**src/rtl/clk_div_pkg.sv**
```systemverilog
// Shared types and constants for the programmable clock divider.
package clk_div_pkg;

   typedef enum logic {IDLE = 1'b0, RUN = 1'b1} ch_state_e;

   localparam int DIV_W_DEF = 8;
   localparam int MIN_DIV   = 2;

   // High-phase length of a period of n input cycles.
   function automatic logic [31:0] half(input logic [31:0] n);
      return n >> 1;
   endfunction

endpackage

```
**src/rtl/clk_div_ch.sv**
```systemverilog
// One divider channel: period counter, IDLE/RUN control and ratio register.
// Define ODD_DUTY50_EN to add the negedge stage that gives odd ratios a 50% duty.
module clk_div_ch
   import clk_div_pkg::*;
#(
   parameter int DIV_W   = DIV_W_DEF,
   parameter int DEF_DIV = 2
) (
   input  logic             clk_in,
   input  logic             rst,
   input  logic             en,
   input  logic [DIV_W-1:0] div_in,
   input  logic             sync,
   output logic             clk_out,
   output logic             tick,
   output logic             cfg_err
);

   ch_state_e        state_q, state_d;
   logic [DIV_W-1:0] cnt_q, cnt_d;
   logic [DIV_W-1:0] ratio_q, ratio_d;
   logic             clk_q, clk_d;
   logic             tick_q, tick_d;
   logic             err_q, err_d;
   logic             in_ok, start, last;

   assign in_ok = (div_in >= DIV_W'(MIN_DIV));
   assign start = en && in_ok;
   assign last  = (cnt_q == ratio_q - 1'b1);

   always_comb begin
      state_d = state_q;
      cnt_d   = cnt_q;
      ratio_d = ratio_q;
      clk_d   = 1'b0;
      tick_d  = 1'b0;
      if (sync && start) begin
         // Phase-align restart; may cut the running period short.
         state_d = RUN;
         cnt_d   = '0;
         ratio_d = div_in;
         clk_d   = 1'b1;
         tick_d  = 1'b1;
      end else begin
         case (state_q)
            IDLE: begin
               ratio_d = div_in;
               cnt_d   = '0;
               if (start) begin
                  state_d = RUN;
                  clk_d   = 1'b1;
                  tick_d  = 1'b1;
               end
            end
            RUN: begin
               if (last) begin
                  // Period boundary: the only point where en/div_in are honoured.
                  ratio_d = div_in;
                  cnt_d   = '0;
                  if (start) begin
                     clk_d  = 1'b1;
                     tick_d = 1'b1;
                  end else begin
                     state_d = IDLE;
                  end
               end else begin
                  cnt_d = cnt_q + 1'b1;
                  clk_d = (32'(cnt_d) < half(32'(ratio_q)));
               end
            end
            default: state_d = IDLE;
         endcase
      end
   end

   assign err_d = (ratio_d < DIV_W'(MIN_DIV));

   always_ff @(posedge clk_in or negedge rst) begin
      if (!rst) begin
         state_q <= IDLE;
         cnt_q   <= '0;
         ratio_q <= DIV_W'(DEF_DIV);
         clk_q   <= 1'b0;
         tick_q  <= 1'b0;
         err_q   <= 1'b0;
      end else begin
         state_q <= state_d;
         cnt_q   <= cnt_d;
         ratio_q <= ratio_d;
         clk_q   <= clk_d;
         tick_q  <= tick_d;
         err_q   <= err_d;
      end
   end

`ifdef ODD_DUTY50_EN
   logic neg_q;

   always_ff @(negedge clk_in or negedge rst) begin
      if (!rst) neg_q <= 1'b0;
      else      neg_q <= clk_q;
   end

   // Stretch the high phase by half a cycle for odd ratios only.
   assign clk_out = clk_q | (ratio_q[0] & neg_q);
`else
   assign clk_out = clk_q;
`endif

   assign tick    = tick_q;
   assign cfg_err = err_q;

endmodule

```
**src/rtl/clk_div_prog.sv**
```systemverilog
// Multi-channel programmable integer clock divider, all channels on clk_in.
// Optional macro ODD_DUTY50_EN enables 50% duty for odd ratios.
module clk_div_prog
   import clk_div_pkg::*;
#(
   parameter int CH_NUM  = 3,
   parameter int DIV_W   = DIV_W_DEF,
   parameter int DEF_DIV = 2
) (
   input  logic                    clk_in,
   input  logic                    rst,
   input  logic [CH_NUM-1:0]       en,
   input  logic [CH_NUM*DIV_W-1:0] div_in,
   input  logic                    sync,
   output logic [CH_NUM-1:0]       clk_out,
   output logic [CH_NUM-1:0]       tick,
   output logic [CH_NUM-1:0]       cfg_err
);

   for (genvar c = 0; c < CH_NUM; c++) begin : g_ch
      clk_div_ch #(
         .DIV_W   (DIV_W),
         .DEF_DIV (DEF_DIV)
      ) u_ch (
         .clk_in  (clk_in),
         .rst     (rst),
         .en      (en[c]),
         .div_in  (div_in[c*DIV_W +: DIV_W]),
         .sync    (sync),
         .clk_out (clk_out[c]),
         .tick    (tick[c]),
         .cfg_err (cfg_err[c])
      );
   end

endmodule
```
**config.mk**
```make
export PLATFORM = sky130hd
export DESIGN_NAME = clk_div_prog
export DESIGN_NICKNAME = d
export VERILOG_FILES = /design/src/rtl/clk_div_pkg.sv /design/src/rtl/clk_div_ch.sv /design/src/rtl/clk_div_prog.sv
export SDC_FILE = /design/constraint.sdc
export NUM_CORES = 1
export LEC_CHECK = 0
export BUFFER_PORTS_ARGS = -buffer_cell sky130_fd_sc_hd__clkbuf_2
export CORE_MARGIN = 2
export CORE_UTILIZATION = 50
export DETAILED_ROUTE_END_ITERATION = 6
export MAX_ROUTING_LAYER = met4
export PLACE_DENSITY = 0.69
export SLEW_MARGIN = 20
export SYNTH_ARGS = -nofsm -noshare
export SYNTH_HDL_FRONTEND = slang
export SYNTH_HIERARCHICAL = 1
export SYNTH_SLANG_ARGS = --single-unit
```
**constraint.sdc**
```tcl
create_clock -name clk_in -period 2.8 [get_ports clk_in]
set_clock_uncertainty 0.2 [all_clocks]
set_input_delay 0.56 -clock clk_in [delete_from_list [all_inputs] [get_ports clk_in]]
set_output_delay 0.56 -clock clk_in [all_outputs]
set_load 0.03 [all_outputs]
```
==> flow_metrics.py, run 1 <==
metrics = {
    "outcome": {
        "status": "completed",
    },
    "sta": {
        "rsz0062_at_grt": "no",
        "finalWorstSetupSlack_ns": 0.1634,
        "timing.hold.ws_ns": 0.01005,
        "period_share_pct": 94.16,
        "slew_headroom_pct": 61.39,
        "hold_violations": 0,
        "setup_viol": 0,
        "totalNegativeSetupSlack_ns": 0,
        "max_freq_mhz": 379.3,
        "drv_slew": 0,
        "worst_slew_pin_slew_ns": 0.5792,
        "min_period_ns": 2.637,
    },
    "placement": {
        "place_congestion": 0.8842,
        "dpl.hpwl_um": 5804,
        "portBuffers": 38,
        "dp_slack_ns": 0.02836,
    },
    "cts": {
        "numCtsBuffers": 9,
        "clk_pin_slew_worst_paths_ns": 0.07,
        "cts_max_level": 3,
        "clock_latency_ns": 0.34,
        "clockBufferDepth": 2,
        "cts.sinks": 60,
        "cts_tree": "done",
        "cts-root-buf": "clkbuf_8",
        "hold_buffers": 0,
    },
    "power": {
        "p_clk_share_pct": 19.6,
        "power_mw": 3.479,
        "p_sw_mw": 1.371,
        "p_leak_nw": 2.009,
        "sw_frac_of_total_pct": 39.40,
        "cell_internal_pwr_mw": 2.108,
        "p_comb_share_pct": 41.3,
        "peakVddDrop_mv": 0.3480,
        "seqPwrFrac_pct": 39.1,
        "power_density_nw_per_um2": 819.0,
    },
    "synth": {
        "ys_seq_elements": 60,
        "synth_fa_ha_area_share_pct": 7.958,
        "ys.flop_type": "dfrtp_1",
        "synth_fp_nets": 427,
        "yosysTopAreaCell": "dfrtp_1",
        "synth.avg_cell_area_um2": 10.12,
        "ys_seq_area_share_pct": 39.89,
        "synthesis.area_um2": 3774,
        "synth_top_area_share_pct": 37.80,
        "synth_top_cells_by_area": "dfrtp_1 (38%), ha_1 (8.0%), xnor2_1 (7.4%), mux2_2 (4.2%), xor2_1 (3.2%)",
        "synth-simple-area-share_pct": 19.16,
        "synth_edf_count": 0,
        "yosysWarnings": 6,
        "synth_mux_area_share_pct": 5.769,
        "synth_xor_area_share_pct": 10.68,
        "ys_async_sr_fraction_pct": 100.0,
        "synth_top_family_by_area": "simple AND/OR/NAND/NOR gates",
        "synth_cells": 373,
        "synth-compound-area-share_pct": 11.70,
        "yosysUniqueCellTypes": 62,
    },
    "final_layout": {
        "n_antenna_cell": 0,
        "nNetsFinal": 476,
        "layout-drive-gt1-share_pct": 24.59,
        "area_growth_pct": 12.57,
        "final_common_cell": "dfrtp_1",
        "layout_common_cells": "dfrtp_1 (57), clkbuf_2 (38), xnor2_1 (32), nand2_1 (29), inv_1 (26)",
    },
    "global_routing": {
        "gr-total-overflow": 0,
        "grt_pass1_vias": 2800,
        "grt_max_degree": 40,
        "track_usage_pct": 20.34,
        "grt_pass1_wl_um": 13100,
        "antenna_found_initial": 0,
    },
    "routing": {
        "drt-total-wl_um": 7619,
        "vias": 2824,
        "ant_nets": 0,
        "drt-initial-drc-count": 104,
        "drt-pass1-iter-count": 5,
        "drc": 0,
        "viasPerCell": 5.369,
        "wl_per_cell_um": 14.48,
    },
    "floorplan": {
        "die_h_um": 90.88,
        "ios": 39,
        "initial_utilization_pct": 51.75,
        "dieArea_um2": 8258,
        "placementRows": 31,
        "die_width_um": 90.88,
        "core_um2": 7292,
    },
    "setup_path": {
        "critPathLaunchType": "register",
        "cp.required_ns": 2.82,
        "cp_cell_sequence": "inv_1 > ha_1 > xor2_1 > o211ai_1 > a221o_2 > a2111o_1 > nand3_2 > mux2_2",
        "crit_path_max_fanout": 5,
        "worstSetupEndpointType": "register",
        "cp.arrival_ns": 2.66,
        "max_stage_delay_ns": 0.56,
        "path_class": "register to register",
        "slowest_stage": "dfstp_2",
    },
    "job": {
        "drv_cap": 0,
    },
    "hold_path": {
        "hold_path_class": "primary input to asynchronous set/reset pin",
    },
}
## final timing paths
check,start,endpoint,slack (ns),depth (start not counted)
setup / recovery,g_ch[1].u_ch/ratio_q[1]$_DFF_PN1_,g_ch[1].u_ch/ratio_q[0]$_DFFE_PN0P_,0.16,8
hold / removal,rst,g_ch[0].u_ch/ratio_q[2]$_DFF_PN0_,0.01,1
setup reg to reg,g_ch[1].u_ch/ratio_q[1]$_DFF_PN1_,g_ch[1].u_ch/ratio_q[0]$_DFFE_PN0P_,0.16,8
hold reg to reg,g_ch[1].u_ch/ratio_q[0]$_DFFE_PN0P_,g_ch[1].u_ch/ratio_q[0]$_DFFE_PN0P_,0.34,1
max in group asynchronous,rst,g_ch[2].u_ch/ratio_q[1]$_DFF_PN1_,1.74,2
min in group clk_in,div_in[17],g_ch[2].u_ch/ratio_q[1]$_DFF_PN1_,0.24,3
## sequential cells by signal, summed over array words and instances (netlist names)
register and count:
g_ch.u_ch/cnt_q 24, g_ch.u_ch/clk_out 3, g_ch.u_ch/ratio_q 24, g_ch.u_ch/tick 3
g_ch.u_ch/state_q 3, g_ch.u_ch/cfg_err 3
## synthesized netlist by cell type (3+ instances only)
cell / instances
nand2_1: 29
a21o_1: 6
ha_1: 24
nand2b_1: 3
nor2_1: 23
a21oi_1: 4
mux2_2: 14
mux2i_1: 3
nor2b_1: 6
o211ai_1: 4
o2111ai_1: 5
nand3_1: 13
nor4_1: 5
dfstp_2: 3
dfrtp_1: 57
and3_1: 5
nand4_1: 5
xnor2_1: 32
and2_2: 7
o21ai_1: 8
a211oi_1: 5
inv_1: 26
xor2_1: 14
and2_1: 7
buf_6: 3
nor3_1: 9
o21ai_0: 12
## critical path, delay by kind of cell, from the launching register on
family                     cells  cell delay (ns)
xor gates and xnor gates       1             0.16
buffers and inverters          1             0.05
DFF                            1             0.56
muxes                          1             0.34
adders and majority gates      1             0.27
and+or+nand+nor                1             0.16
AOI/OAI and AO/OA              3             0.78
## metal layers
| metal | vias to the layer above | global-route usage, % | part of all wire (%) | routed length, um |
|---|---|---|---|---|
| met3 | 6 | 5.676 | 3.7 | 281 |
| met5 | - | - | 0 | 0 |
| met2 | 48 | 32.84 | 48 | 3651 |
| li1 | 1417 | - | - | - |
| met1 | 1353 | 25.55 | 48 | 3629 |
| met4 | 0 | 4.924 | 0.75 | 57 |
## kinds of logic (layout without fill, tap and decap cells)
| kind of cell | count (synthesis) | after routing |
|---|---|---|
| simple gates | 130 | 131 |
| compound gates | 61 | 61 |
| flops | 60 | 60 |
| xor+xnor | 46 | 46 |
| buf+inv | 33 | 86 |
| fa+ha+maj | 24 | 24 |
| mux | 19 | 19 |
## what timing repair did
action / CTS / global route
buffers inserted: 0 / 1
setup endpoints to repair: 0 / 8
hold endpoints to repair: 0 / 0
resized for setup: 0 / 2
## area by class of cell
cell class | instances | area [um^2]
fill | 650 | 3044
multi-input combinational | 281 | 2105
sequential | 60 | 1505
timing repair buffer | 44 | 247.7
clock buffer | 11 | 141.4
tap | 99 | 123.9
inverter | 26 | 97.59
clock inverter | 5 | 27.53
## power groups by stage
stage / registers, mW / clock network, mW / logic [mW]
after floorplan: 1.32 / 0 / 1.11
after global placement: 1.36 / 0 / 1.38
after detailed placement: 1.37 / 0 / 1.43
after CTS: 1.35 / 0.707 / 1.44
after global routing: 1.40 / 0.748 / 1.61
final: 1.36 / 0.680 / 1.44
## metrics by stage
stage | std cells | utilization, % | area [um^2]
6_report | 526 | 58.25 | 4248
5_1_grt | 526 | 58.25 | 4248
4_1_cts | 524 | 57.89 | 4222
3_5_place_dp | 508 | 55.58 | 4053
3_3_place_gp | 508 | 55.58 | 4053
2_1_floorplan | 373 | - | 3774
Power figures use the tool's default switching activity.
==> run 2: changes to the inputs <==
--- a/config.mk
+++ b/config.mk
@@ -10,7 +10,7 @@
 export CORE_UTILIZATION = 50
 export DETAILED_ROUTE_END_ITERATION = 6
 export MAX_ROUTING_LAYER = met4
-export PLACE_DENSITY = 0.69
+export PLACE_DENSITY = 0.71
 export SLEW_MARGIN = 20
 export SYNTH_ARGS = -nofsm -noshare
 export SYNTH_HDL_FRONTEND = slang
==> run 2 against run 1 <==
Against the previous run: utilization up 1.8 points; maximum frequency down 1.9%; sequential power about the same.
==> flow_metrics.py, run 2 (same netlist as run 1, synthesis figures left out) <==
metrics = {
    "sta": {
        "finalWorstSetupSlack_ns": 0.1116,
        "hold_violations": 0,
        "slew_headroom_pct": 70.44,
        "rsz0062_at_grt": "no",
        "totalNegativeSetupSlack_ns": 0,
        "setup_viol": 0,
        "drv_slew": 0,
        "max_freq_mhz": 372.0,
        "timing.hold.ws_ns": 0.0008413,
        "min_period_ns": 2.688,
        "worst_slew_pin_slew_ns": 0.4401,
        "period_share_pct": 96.01,
    },
    "routing": {
        "ant_nets": 0,
        "viasPerCell": 5.428,
        "drt-total-wl_um": 7685,
        "drt-initial-drc-count": 134,
        "drt-pass1-iter-count": 4,
        "drc": 0,
        "wl_per_cell_um": 14.50,
        "vias": 2877,
    },
    "setup_path": {
        "cp.required_ns": 2.82,
        "cpLargestDelayFamily": "compound AO/OA/AOI/OAI gates",
        "path_buf_inv": 1,
        "crit_path_max_fanout": 5,
        "rr_startpoint": "g_ch[1].u_ch/ratio_q[1]$_DFF_PN1_",
        "slowest_stage": "dfstp_2",
        "max_stage_delay_ns": 0.57,
        "cp_cell_sequence": "inv_1 > ha_1 > xor2_1 > o211ai_1 > a221o_2 > a2111o_1 > nand3_2 > mux2_2",
        "r2r_slack_ns": 0.11,
        "critPathLaunchType": "register",
        "worstSetupEndpointType": "register",
        "cp.arrival_ns": 2.71,
        "path_class": "register to register",
        "reg2reg_depth": 8,
        "reg2reg_to": "g_ch[1].u_ch/ratio_q[2]$_DFF_PN0_",
    },
    "cts": {
        "clock_latency_ns": 0.34,
        "cts_tree": "done",
        "cts.sinks": 60,
        "clockBufferDepth": 2,
        "cts_max_level": 3,
        "clk_pin_slew_worst_paths_ns": 0.07,
        "numCtsBuffers": 9,
        "cts-root-buf": "clkbuf_8",
        "hold_buffers": 0,
    },
    "global_routing": {
        "antenna_found_initial": 0,
        "grt_pass1_wl_um": 12940,
        "gr-total-overflow": 0,
        "track_usage_pct": 20.27,
        "grt_pass1_vias": 2800,
        "grt_max_degree": 36,
    },
    "final_layout": {
        "final_cells": 530,
        "layout_common_cells": "dfrtp_1 (57), clkbuf_2 (38), xnor2_1 (32), nand2_1 (29), inv_1 (26)",
        "final_util_pct": 60.04,
        "stdcell_area_um2": 4378,
        "nNetsFinal": 480,
        "largestRegisters": "g_ch.u_ch/cnt_q: 24 flops, g_ch.u_ch/ratio_q: 24 flops",
        "n_antenna_cell": 0,
        "area_growth_pct": 16.01,
        "layout-drive-gt1-share_pct": 25.52,
        "final_common_cell": "dfrtp_1",
    },
    "placement": {
        "portBuffers": 38,
        "dp_cells": 511,
        "place_congestion": 0.9067,
        "dpl_cell_area_um2": 4063,
        "dpl.hpwl_um": 5839,
        "dp_slack_ns": 0.007364,
    },
    "outcome": {
        "status": "completed",
    },
    "floorplan": {
        "core_um2": 7292,
        "dieArea_um2": 8258,
        "die_h_um": 90.88,
        "ios": 39,
        "initial_utilization_pct": 51.75,
        "die_width_um": 90.88,
        "placementRows": 31,
    },
    "power": {
        "power_density_nw_per_um2": 874.5,
        "p_leak_nw": 2.075,
        "power_mw": 3.829,
        "peakVddDrop_mv": 0.5021,
    },
    "job": {
        "drv_cap": 0,
    },
    "hold_path": {
        "hold_path_class": "primary input to asynchronous set/reset pin",
    },
}
==> run 2: worst max-delay path by stage <==
stage | from | endpoint | slack, ns | cells after the start
after detailed placement | g_ch[1].u_ch/ratio_q[1]$_DFF_PN1_ | g_ch[1].u_ch/ratio_q[4]$_DFF_PN0_ | 0.007 | 8
after global routing | g_ch[1].u_ch/ratio_q[0]$_DFFE_PN0P_ | g_ch[1].u_ch/cfg_err$_DFF_PN0_ | 0.01 | 8
after global placement | g_ch[1].u_ch/ratio_q[1]$_DFF_PN1_ | g_ch[1].u_ch/ratio_q[5]$_DFF_PN0_ | 0.08 | 8
after CTS | g_ch[1].u_ch/ratio_q[1]$_DFF_PN1_ | g_ch[1].u_ch/ratio_q[4]$_DFF_PN0_ | 0.04 | 8
after floorplan | g_ch[1].u_ch/ratio_q[1]$_DFF_PN1_ | g_ch[1].u_ch/ratio_q[0]$_DFFE_PN0P_ | 0.16 | 8
final | g_ch[1].u_ch/ratio_q[1]$_DFF_PN1_ | g_ch[1].u_ch/ratio_q[2]$_DFF_PN0_ | 0.11 | 8
==> run 2: final cells by class <==
class	instances	area, um^2
Timing Repair Buffer	48	277.8
Clock inverter	3	90.09
Sequential cell	60	1505
Inverter	26	97.59
Fill cell	636	2914
Multi-Input combinational cell	281	2105
Clock buffer	13	178.9
Tap cell	99	123.9
==> run 2: worst register-to-register path: stages (launching register included) <==
cell and delay (ns):
dfstp_2 0.57, inv_1 0.06, ha_1 0.28, xor2_1 0.16, o211ai_1 0.11, a221o_2 0.31, a2111o_1 0.39, nand3_2 0.17
mux2_2 0.34
==> run 2: power by group <==
part | switching (mW) | leakage, nW | total, mW | internal, mW
clock | 0.336 | 0.136 | 1.02 | 0.689
combinational | 0.755 | 1.20 | 1.45 | 0.700
sequential | 0.268 | 0.737 | 1.35 | 1.08
==> run 2: metal layers <==
layer / global-route usage (%) / vias to the layer above / routed length, um
li1: - / 1423 / -
met1: 24.62 / 1384 / 3542
met2: 33.02 / 59 / 3727
met3: 5.676 / 11 / 314
met4: 6.187 / 0 / 102
met5: - / - / 0
==> run 2: repair_timing <==
item,4_1_cts,5_1_grt
endpoints found under the hold margin,0,0
resized for setup,1,1
cloned,0,1
setup buffers,0,2
pin swaps,0,3
endpoints found under the setup margin,7,20
